--- config.mk ---
export PLATFORM = sky130hd
export DESIGN_NAME = instr_fetch_unit
export DESIGN_NICKNAME = d
export VERILOG_FILES = /design/src/rtl/instr_fetch_unit.sv
export SDC_FILE = /design/constraint.sdc
export NUM_CORES = 1
export LEC_CHECK = 0
export ABC_AREA = 0
export CORE_MARGIN = 5
export CORE_UTILIZATION = 40
export CTS_BUF_LIST = sky130_fd_sc_hd__clkbuf_4 sky130_fd_sc_hd__clkbuf_8
export CTS_CLUSTER_DIAMETER = 80
export DETAILED_ROUTE_END_ITERATION = 10
export PLACE_DENSITY = 0.79
export RECOVER_POWER = 100
export SYNTH_ARGS = -nofsm -noshare
export SYNTH_HDL_FRONTEND = slang
export SYNTH_SLANG_ARGS = --single-unit
--- constraint.sdc ---
create_clock -name clk -period 2.4 [get_ports clk]
set_input_delay 0.72 -clock clk [delete_from_list [all_inputs] [get_ports clk]]
set_output_delay 0.72 -clock clk [all_outputs]
set_load 0.005 [all_outputs]
--- src/rtl/instr_fetch_unit.sv ---
// MIPS instruction fetch stage: PC, imem req/ack handshake, IR and decoded field slices.
// Optional build macro FETCH_TIMEOUT_EN adds an imem_ack timeout that parks the unit in FAULT.
module instr_fetch_unit #(
  parameter logic [31:0] RESET_PC       = 32'h0000_0000,
  parameter int unsigned TIMEOUT_CYCLES = 16
) (
  input  logic        clk,
  input  logic        reset,
  output logic        imem_req,
  output logic [31:0] imem_addr,
  input  logic        imem_ack,
  input  logic [31:0] imem_rdata,
  input  logic        redirect,
  input  logic [31:0] redirect_pc,
  input  logic        instr_ready,
  output logic        instr_valid,
  output logic [31:0] instr,
  output logic [5:0]  opcode,
  output logic [4:0]  rs,
  output logic [4:0]  rt,
  output logic [4:0]  rd,
  output logic [5:0]  funct,
  output logic [15:0] imm16,
  output logic [31:0] pc,
  output logic [31:0] pc_plus4,
  output logic        fault
);

  typedef enum logic [1:0] {
    START = 2'd0,
    REQ   = 2'd1,
    VALID = 2'd2,
    FAULT = 2'd3
  } state_t;

  state_t      state;
  logic [31:0] fetch_pc;
  logic [31:0] pc_q;
  logic [31:0] ir;
  logic        req_q;
  logic        valid_q;
  logic [31:0] redirect_target;

  // Low address bits of a redirect are dropped so every fetch stays word aligned.
  assign redirect_target = {redirect_pc[31:2], 2'b00};

`ifdef FETCH_TIMEOUT_EN
  localparam int CNT_W = $clog2(TIMEOUT_CYCLES + 1);
  localparam logic [CNT_W-1:0] CNT_LAST = CNT_W'(TIMEOUT_CYCLES - 1);

  logic [CNT_W-1:0] tmo_cnt;
  logic             fault_q;

  // NOTE: all state lives in one clocked block with non-blocking assignments,
  // so every register sees the pre-edge values of its neighbours.
  always_ff @(posedge clk) begin
    if (reset) begin
      state    <= START;
      fetch_pc <= RESET_PC;
      pc_q     <= RESET_PC;
      ir       <= '0;
      req_q    <= 1'b0;
      valid_q  <= 1'b0;
      fault_q  <= 1'b0;
      tmo_cnt  <= '0;
    end else if (redirect && state != FAULT) begin
      // A same-cycle ack is dropped: IR and pc keep their old contents.
      fetch_pc <= redirect_target;
      state    <= REQ;
      req_q    <= 1'b1;
      valid_q  <= 1'b0;
      tmo_cnt  <= '0;
    end else begin
      case (state)
        START: begin
          state   <= REQ;
          req_q   <= 1'b1;
          tmo_cnt <= '0;
        end
        REQ: begin
          if (imem_ack) begin
            ir       <= imem_rdata;
            pc_q     <= fetch_pc;
            fetch_pc <= fetch_pc + 32'd4;
            state    <= VALID;
            req_q    <= 1'b0;
            valid_q  <= 1'b1;
            tmo_cnt  <= '0;
          end else if (tmo_cnt == CNT_LAST) begin
            state   <= FAULT;
            req_q   <= 1'b0;
            fault_q <= 1'b1;
            tmo_cnt <= '0;
          end else begin
            tmo_cnt <= tmo_cnt + 1'b1;
          end
        end
        VALID: begin
          if (instr_ready) begin
            state   <= REQ;
            req_q   <= 1'b1;
            valid_q <= 1'b0;
            tmo_cnt <= '0;
          end
        end
        FAULT: begin
          state <= FAULT;
        end
        default: state <= START;
      endcase
    end
  end

  assign fault = fault_q;
`else
  // NOTE: all state lives in one clocked block with non-blocking assignments,
  // so every register sees the pre-edge values of its neighbours.
  always_ff @(posedge clk) begin
    if (reset) begin
      state    <= START;
      fetch_pc <= RESET_PC;
      pc_q     <= RESET_PC;
      ir       <= '0;
      req_q    <= 1'b0;
      valid_q  <= 1'b0;
    end else if (redirect && state != FAULT) begin
      // A same-cycle ack is dropped: IR and pc keep their old contents.
      fetch_pc <= redirect_target;
      state    <= REQ;
      req_q    <= 1'b1;
      valid_q  <= 1'b0;
    end else begin
      case (state)
        START: begin
          state <= REQ;
          req_q <= 1'b1;
        end
        REQ: begin
          if (imem_ack) begin
            ir       <= imem_rdata;
            pc_q     <= fetch_pc;
            fetch_pc <= fetch_pc + 32'd4;
            state    <= VALID;
            req_q    <= 1'b0;
            valid_q  <= 1'b1;
          end
        end
        VALID: begin
          if (instr_ready) begin
            state   <= REQ;
            req_q   <= 1'b1;
            valid_q <= 1'b0;
          end
        end
        FAULT: begin
          state <= FAULT;
        end
        default: state <= START;
      endcase
    end
  end

  // Without the timeout the limit has no consumer; FAULT is never entered.
  wire unused_timeout = |TIMEOUT_CYCLES;
  assign fault = 1'b0;
`endif

  wire unused_redirect_bits = ^redirect_pc[1:0];

  assign imem_req    = req_q;
  assign imem_addr   = fetch_pc;
  assign instr_valid = valid_q;
  assign instr       = ir;
  assign opcode      = ir[31:26];
  assign rs          = ir[25:21];
  assign rt          = ir[20:16];
  assign rd          = ir[15:11];
  assign funct       = ir[5:0];
  assign imm16       = ir[15:0];
  assign pc          = pc_q;
  assign pc_plus4    = pc_q + 32'd4;

endmodule

==> results of run 1 <==
routing by layer:
| layer | up-vias | part of all wire (%) | GRT usage, % |
|---|---|---|---|
| met3 | 36 | 6.4 | 3.710 |
| met4 | 0 | 2.7 | 7.526 |
| met1 | 2767 | 41 | 28.51 |
| met5 | - | 0 | 0 |
| li1 | 2885 | - | - |
| met2 | 252 | 50 | 40.84 |
cell families (layout without fill, tap and decap cells):
logic type               count (synthesis)  in the layout  share of synthesized area [%]
buffers and inverters                  117            358                          12.06
AO/OA/AOI/OAI                          151            151                          17.91
flip-flops                              96             96                          36.24
other                                    1              7                        0.07072
multiplexers                             4              4                         0.8023
XOR/XNOR                                35             35                          5.781
AND/OR/NAND/NOR                        301            301                          26.66
adder cells (fa/ha/maj)                  2              2                         0.4718
critical path, delay by kind of cell, from the launching register on:
kind	cells	cell delay, ps
xor gates and xnor gates	1	140
and+or+nand+nor	3	790
buffers and inverters	3	410
DFF	1	340
sequential cells by signal (all words and copies together), names as in the netlist:
name,count
imem_req,1
imem_addr,30
pc,30
instr_valid,1
instr,32
state,2
through the flow:
step	area [um2]	instances
after floorplan	5325	713
after global placement	8013	1103
after detailed placement	8013	1103
after CTS	8509	1128
after global routing	8459	1130
final	8459	1130
area by class of cell:
| class | count | share of cell area (%) |
|---|---|---|
| flip-flops and latches | 96 | 22.84 |
| inverters | 14 | 0.6212 |
| clock buffers | 11 | 1.716 |
| well taps | 176 | 2.603 |
| clock inverters | 5 | 0.9466 |
| multi-input cells | 500 | 36.13 |
| repair buffers | 328 | 35.14 |
cell usage in the layout (no fill, tap or decap), types with 8 or more instances in the layout:
cell,count
a211oi_1,8
nor4_1,9
a21oi_1,77
a22oi_1,8
nor3_1,8
a31oi_1,12
nand4_1,18
clkbuf_1,8
clkbuf_8,10
buf_2,22
buf_4,70
nand3_1,21
nor2_1,23
inv_1,14
clkdlybuf4s50_1,72
dfxtp_1,90
xor2_1,19
nor3_4,8
xnor2_1,13
dlygate4sd3_1,132
buf_6,9
nand2_1,166
timing repair:
action | in CTS | in global routing
gates resized for setup | 149 | 14
setup buffers | 8 | 4
pin swaps | 30 | 17
setup endpoints to repair | 27 | 23
cloned | 1 | 0
power breakdown:
group / internal, W / leakage [nW] / switching [W]
Clock: 0.000626 / 0.109 / 0.000586
Combinational: 0.000355 / 2.80 / 0.000276
Sequential: 0.00166 / 0.787 / 0.000101
path summary, 6_finish.rpt:
check	startpoint	endpoint	slack, ps	cells after the start
setup / recovery	pc[7]$_SDFFE_PP0P_	pc_plus4[19]	-370	7
hold / removal	imem_req$_SDFFE_PP0P_	imem_req$_SDFFE_PP0P_	460	2
setup reg to reg	imem_addr[14]$_SDFFE_PP0P_	imem_addr[30]$_SDFFE_PP0P_	400	4
hold reg to reg	imem_req$_SDFFE_PP0P_	imem_req$_SDFFE_PP0P_	460	2
==> out/results.txt, run 1 <==
status -> finished, violations left
failing checks -> negative setup slack
drt pass-1 iters -> 5
Synth async-reset ratio -> 0%
hold_ws -> 463.9 ps
die area -> 0.01566 mm2
share of the synthesized area in the top cell type -> 36.24%
Worst Setup Slack, final -> -370.4 ps
antenna violations before repair -> 0
clock buffer depth -> 2
setup violators final -> 67
Synth top cells by count -> nand2_1 (167), dfxtp_1 (96), a21oi_1 (77)
most frequent cell on the critical path -> buf_6
Post-synth EDFFs -> 0
leading area contributor after synthesis -> dfxtp_1
RSZ-0062 raised after global routing -> yes
MaxCap Viol Count -> 0
number of hold violations in the final report -> 0
pre-CTS worst setup slack -> -403.0 ps
Reg clk slew, reported paths -> 100 ps
Via Count -> 5940
Sink Count -> 96
slowest CP cell -> or3_4
CTS root buf -> clkbuf_8
row count -> 42
die height -> 125.1 um
RePlAce Congestion -> 0.8473
Final HPWL DP -> 14090 um
Tcrit/Tclk final -> 115.4%
Max Freq -> 0.3610 GHz
Tot Pwr -> 0.003603 W
Initial DRC Count -> 432
crit-path max FO -> 6
H-Tree Depth -> 3
top-count cell post-synth -> nand2_1
Core Region -> 0.01314 mm2
Worst-Skew Late Latency -> 360 ps
Yosys reg bits -> 96
All-Layer GR Usage -> 23.03%
Critical Path AT -> 2050 ps
WL final -> 18910 um
Via-to-Cell Ratio -> 5.257
Area Growth Syn to Fin -> 59.53%
Main synth FF type -> dfxtp_1
layout filler cell count -> 1127
Avg Cell Area, Syn -> 7.500 um2
cell-by-cell trace of the critical path -> nand4_1 > or3_4 > buf_6 > buf_6 > nor3_4 > xnor2_1 > buf_2
Routed WL per cell -> 16.73 um
peak supply drop -> 256.6 uV
sequential cell area -> 0.001932 mm2
Synth Cell Area -> 0.005303 mm2
actual slew at the worst max-slew pin -> 530.8 ps
global route total overflow -> 0
hold buffer count at cts -> 0
total CTS buffers -> 9
launching element type of the critical path -> flip-flop
number of port buffers -> 233
Period minus WS final -> 2770 ps
Core Util, Final -> 64.39%
top cells by area, synth -> dfxtp_1 (36%), nand2_1 (12%), a21oi_1 (7.3%)
Initial Util -> 40.36%
pins over their slew limit -> 0
# IOs -> 243
area occupied by multi-input gates -> 0.003057 mm2
HP Class -> flip-flop to flip-flop
Worst Path Class, Setup -> flip-flop to primary output
Slew HR -> 64.29%
CTS tree -> yes
share of cells above drive strength 1 -> 18.34%
Distinct cells, synth -> 57
ANT nets after route -> 0
Synthesis Warnings -> 0
DRC -> 0
CP peak stage delay -> 480 ps
vias in the first global route -> 5730
antenna cell count -> 0
Final nets -> 1020
first-pass GRT wire length -> 29880 um
P per Cell Area -> 425.9 mW/mm2
endpoint class of the critical path -> primary output
setup TNS -> -6779 ps
sequential share of the synthesized area -> 36.24%
P_leak -> 3.696 nW
pin count of the biggest net entering global routing -> 43
Syn Inst Count -> 707
Worst Skew -> 10.03 ps
Die W -> 125.1 um
Worst EP required -> 1680 ps
No activity file was read; power rests on OpenSTA's default activity.
==> run 2, diff against run 1 <==
--- a/config.mk
+++ b/config.mk
@@ -10,9 +10,11 @@
 export CORE_UTILIZATION = 40
 export CTS_BUF_LIST = sky130_fd_sc_hd__clkbuf_4 sky130_fd_sc_hd__clkbuf_8
 export CTS_CLUSTER_DIAMETER = 80
+export CTS_CLUSTER_SIZE = 28
 export DETAILED_ROUTE_END_ITERATION = 10
 export PLACE_DENSITY = 0.79
 export RECOVER_POWER = 100
+export SETUP_SLACK_MARGIN = 0.05
 export SYNTH_ARGS = -nofsm -noshare
 export SYNTH_HDL_FRONTEND = slang
 export SYNTH_SLANG_ARGS = --single-unit
==> run 2 against run 1 <==
  * The run still ends with negative setup slack left
  * Clock skew is 4.7 ps higher
  * Clock power is 5% lower
  * Worst hold slack better by 0.56 ps
  * Critical endpoint is now pc_plus4[12]
  * Routed wire length is 2.5% higher
  * Non-clock buffer count is 2 lower
  * Fmax is 2.1% higher
  * Largest cell class unchanged
  * Die area stayed put
  * First-iteration DRC count is 0.93% lower
  * Utilization is 0.24 points higher
  * Register-to-register slack worse by 40 ps
  * Power is 1.3% lower
==> out/results.txt, run 2 (synthesis results as in run 1) <==
status -> finished, violations left
failing checks -> negative setup slack
max reg flops -> 32
WL final -> 19380 um
delay-heaviest family, CP -> simple AND/OR/NAND/NOR gates
CP peak stage delay -> 410 ps
Initial DRC Count -> 428
met1 GRT Util -> 28.81%
# IOs -> 243
Die W -> 125.1 um
Worst-Skew Late Latency -> 380 ps
Tot Pwr -> 0.003557 W
antenna violations before repair -> 0
total CTS buffers -> 9
Routed WL per cell -> 17.20 um
M3 GR Usage -> 3.795%
peak supply drop -> 238.4 uV
cell-by-cell trace of the critical path -> ha_4 > nand2_2 > or3_4 > buf_8 > buf_6 > nor2_4 > xor2_1 > buf_2
RSZ-0062 raised after global routing -> yes
drt pass-1 iters -> 5
pin count of the biggest net entering global routing -> 44
die area -> 0.01566 mm2
share of cells above drive strength 1 -> 19.14%
setup TNS -> -5080 ps
Final nets -> 1018
crit-path max FO -> 5
Buf/Inv on CP -> 3
antenna cell count -> 0
Reg clk slew, reported paths -> 90 ps
P_leak -> 3.574 nW
ANT nets after route -> 0
P_sw -> 0.0009530 W
most common cell after layout, fill and taps aside -> nand2_1
layout filler cell count -> 1143
slowest CP cell -> or3_4
clock buffer depth -> 2
number of hold violations in the final report -> 0
Via-to-Cell Ratio -> 5.312
CTS root buf -> clkbuf_8
MaxCap Viol Count -> 0
dpl cells -> 1100
H-Tree Depth -> 3
Tcrit/Tclk final -> 113.1%
Worst Setup Slack, final -> -313.9 ps
Final HPWL DP -> 14100 um
total internal power -> 0.002604 W
P per Cell Area -> 418.9 mW/mm2
Clk pwr share -> 32.2%
Comb power frac -> 18.3%
die height -> 125.1 um
Area Growth Syn to Fin -> 60.12%
vias in the first global route -> 5667
Via Count -> 5987
grt met2 use -> 40.68%
launching element type of the critical path -> flip-flop
RePlAce Congestion -> 0.8902
hold_ws -> 464.5 ps
Non-Filler Instances -> 1127
All-Layer GR Usage -> 23.28%
Worst EP required -> 1680 ps
sw frac -> 26.79%
Reg power frac -> 49.5%
Max Freq -> 0.3685 GHz
Period minus WS final -> 2714 ps
pre-CTS worst setup slack -> -415.1 ps
Worst Skew -> 14.68 ps
global route total overflow -> 0
setup violators final -> 23
Sink Count -> 96
Core Region -> 0.01314 mm2
HP Class -> flip-flop to flip-flop
number of port buffers -> 233
endpoint class of the critical path -> primary output
Critical Path AT -> 1990 ps
pins over their slew limit -> 0
DRC -> 0
Worst Path Class, Setup -> flip-flop to primary output
CTS tree -> yes
row count -> 42
Initial Util -> 40.36%
actual slew at the worst max-slew pin -> 551.6 ps
first-pass GRT wire length -> 30070 um
most frequent cells in the layout -> nand2_1 (165), clkdlybuf4s50_1 (114), dlygate4sd3_1 (90)
Slew HR -> 62.27%
GR peak layer -> met2
==> run 2: cell types whose count changed in the layout (fill, tap and decap cells not counted), moves of 3 or more <==
cell             previous run  this run
buf_4                      70        66
buf_6                       9        15
clkbuf_1                    8         4
clkdlybuf4s50_1            72       114
dfxtp_1                    90        87
dlygate4sd3_1             132        90
==> run 2: area by class of cell <==
cell class	count	area (um2)	share of cell area, %
clock buffer	13	172.7	2.034
clock inverter	2	37.54	0.4421
multi-input combinational	500	3069	36.15
inverter	14	52.55	0.6189
tap	176	220.2	2.594
sequential	96	1938	22.83
timing repair buffer	326	3000	35.34
==> run 2: tightest hold or removal path, cell delays in order (launching register included) <==
cell,delay [ps]
dfxtp_1,320
nand2_1,50
a21oi_1,50
==> run 2: worst paths after layout <==
check,from,end,slack (ps),cells past startpoint
worst max-delay path,pc[2]$_SDFFE_PP0P_,pc_plus4[12],-310,8
worst min-delay path,instr[26]$_SDFFE_PP0P_,instr[26]$_SDFFE_PP0P_,460,2
worst max register to register,imem_addr[5]$_SDFFE_PP0P_,imem_addr[29]$_SDFFE_PP0P_,360,4
worst min register to register,instr[26]$_SDFFE_PP0P_,instr[26]$_SDFFE_PP0P_,460,2
==> run 2: power by group through the flow <==
stage,Sequential (W),Combinational [W],Clock [W]
floorplan,0.00177,0.000292,0
global placement,0.00180,0.000665,0
detailed placement,0.00180,0.000673,0
CTS,0.00176,0.000671,0.00116
global route,0.00178,0.000702,0.00123
finish,0.00176,0.000650,0.00115
==> run 2: metrics by stage <==
stage	utilization, %	instance area, um2
finish	64.63	8491
global route	64.63	8491
CTS	63.98	8406
detailed placement	60.55	7955
global placement	60.55	7955
floorplan	-	5328
==> run 2: metal layers <==
layer | routed length [um] | share of wire [%]
met3 | 1141 | 5.9
met1 | 7943 | 41
met5 | 0 | 0
met2 | 9809 | 51
met4 | 488 | 2.5
==> run 2: what timing repair did <==
item | 4_1_cts | 5_1_grt
gates resized for setup | 146 | 32
pin swaps | 23 | 21
cloned | 2 | 0
setup endpoints to repair | 28 | 25
setup buffers | 6 | 4
hold buffers | 0 | 0
endpoints found under the hold margin | 0 | 0
==> run 3, diff against run 2 <==
==> constraint.sdc (replaced) <==
create_clock -name clk -period 2.4 [get_ports clk]
set_input_delay 0.24 -clock clk [delete_from_list [all_inputs] [get_ports clk]]
set_output_delay 0.24 -clock clk [all_outputs]
set_load 0.005 [all_outputs]
==> run 3 against run 2 <==
  * The flow still finishes with violations (negative setup slack)
  * Clock power down 7%
  * Power down 2.9%
  * Count of clock-buffer cells in the layout down 2
  * Cell area down 6.1%
  * Flip-flop and latch count unchanged
  * Via count down 3.7%
  * Critical path type unchanged
  * Largest cell class unchanged
  * Highest routed layer unchanged
==> out/results.txt, run 3 (synthesis results as in run 1) <==
status -> finished, violations left
failing checks -> negative setup slack
All-Layer GR Usage -> 22.41%
vias in the first global route -> 5490
Slew HR -> 51.02%
Period minus WS final -> 2532 ps
Worst Path Class, Setup -> flip-flop to primary output
HP Class -> input port to flip-flop
peak supply drop -> 322.6 uV
dpl cells -> 1070
delay-heaviest family, CP -> simple AND/OR/NAND/NOR gates
CTS tree -> yes
hold buffer count at cts -> 0
antenna cell count -> 0
drt pass-1 iters -> 5
Max Freq -> 0.3949 GHz
CTS root buf -> clkbuf_8
die height -> 125.1 um
slowest CP cell -> clkdlybuf4s50_1
pin count of the biggest net entering global routing -> 66
Initial DRC Count -> 451
first-pass GRT wire length -> 29120 um
die area -> 0.01566 mm2
ANT nets after route -> 0
setup violators final -> 7
RSZ-0062 raised after global routing -> yes
Via-to-Cell Ratio -> 5.303
total CTS buffers -> 9
Non-Filler Instances -> 1087
Initial Util -> 40.36%
H-Tree Depth -> 3
Area Growth Syn to Fin -> 50.31%
P_leak -> 3.158 nW
Buf/Inv on CP -> 1
layout filler cell count -> 1156
Routed WL per cell -> 17.07 um
MaxCap Viol Count -> 0
Tcrit/Tclk final -> 105.5%
CP peak stage delay -> 530 ps
Core Region -> 0.01314 mm2
number of port buffers -> 233
endpoint class of the critical path -> primary output
max reg flops -> 32
WL final -> 18560 um
Core Util, Final -> 60.67%
Die W -> 125.1 um
global route total overflow -> 0
Worst EP required -> 2160 ps
most frequent cells in the layout -> nand2_1 (167), clkdlybuf4s50_1 (114), dlygate4sd3_1 (105)
RePlAce Congestion -> 0.8499
row count -> 42
P per Cell Area -> 433.4 mW/mm2
Worst Skew -> 7.277 ps
pins over their slew limit -> 0
most common cell after layout, fill and taps aside -> nand2_1
clock buffer depth -> 2
cell-by-cell trace of the critical path -> nand4_1 > or3_4 > nor4_2 > xor2_1 > clkdlybuf4s50_1
Final HPWL DP -> 13560 um
Worst-Skew Late Latency -> 370 ps
# IOs -> 243
Via Count -> 5764
Critical Path AT -> 2290 ps
Reg clk slew, reported paths -> 90 ps
pre-CTS worst setup slack -> 38.91 ps
Final nets -> 978
actual slew at the worst max-slew pin -> 734.7 ps
crit-path max FO -> 9
number of hold violations in the final report -> 0
launching element type of the critical path -> flip-flop
antenna violations before repair -> 0
share of cells above drive strength 1 -> 11.86%
Tot Pwr -> 0.003454 W
DRC -> 0
Worst Setup Slack, final -> -132.1 ps
Sink Count -> 96
[run 3: per-stage QoR]
stage	area, um2	hold slack [ps]	TNS, ps
2_1_floorplan	5325	376.0	0
3_3_place_gp	7715	447.2	0
3_5_place_dp	7715	455.6	0
4_1_cts	7961	395.5	-739.9
5_1_grt	7970	411.8	-1568
6_report	7970	416.4	-543.9
[run 3: repair_timing]
action	4_1_cts	5_1_grt
gates resized for setup	28	34
endpoints found under the setup margin	21	18
hold endpoints to repair	0	0
pin swaps	1	4
buffers inserted	0	1
cloned	0	1
[run 3: power by group]
part	switching [W]	leakage, nW	internal, W	total (W)
registers	0.0000987	0.787	0.00166	0.00176
logic	0.000275	2.27	0.000348	0.000623
clock network	0.000561	0.102	0.000512	0.00107
total	0.000934	3.16	0.00252	0.00345
[run 3: cell type report]
| cell class | count | area (um2) | area share (%) |
|---|---|---|---|
| clock inverter | 4 | 45.04 | 0.5651 |
| tap | 176 | 220.2 | 2.763 |
| multi-input combinational | 500 | 2895 | 36.33 |
| clock buffer | 11 | 145.1 | 1.821 |
| sequential | 96 | 1929 | 24.21 |
| inverter | 14 | 52.55 | 0.6593 |
| timing repair buffer | 286 | 2683 | 33.66 |
[run 3: worst min-delay path, stage by stage]
cell and delay, ps:
clkdlybuf4s50_1 400, nand2_1 50, a21oi_1 50
[run 3: worst paths after layout]
path                              startpoint                         end  slack, ps  depth (start not counted)
setup / recovery          pc[7]$_SDFFE_PP0P_                pc_plus4[29]       -130                          5
hold / removal                imem_rdata[18]      instr[18]$_SDFFE_PP0P_        420                          3
hold reg to reg        imem_req$_SDFFE_PP0P_       imem_req$_SDFFE_PP0P_        460                          2
setup reg to reg  imem_addr[14]$_SDFFE_PP0P_  imem_addr[30]$_SDFFE_PP0P_        340                          4
[run 3: layer usage]
metal  GRT usage (%)  part of all wire, %  vias to the layer above  wire [um]
li1                -                    -                     2810          -
met1           28.38                   42                     2658       7720
met2           37.99                   49                      265       9048
met3           5.032                  7.1                       31       1322
met4           7.207                  2.5                        0        467
met5               0                    0                        -          0
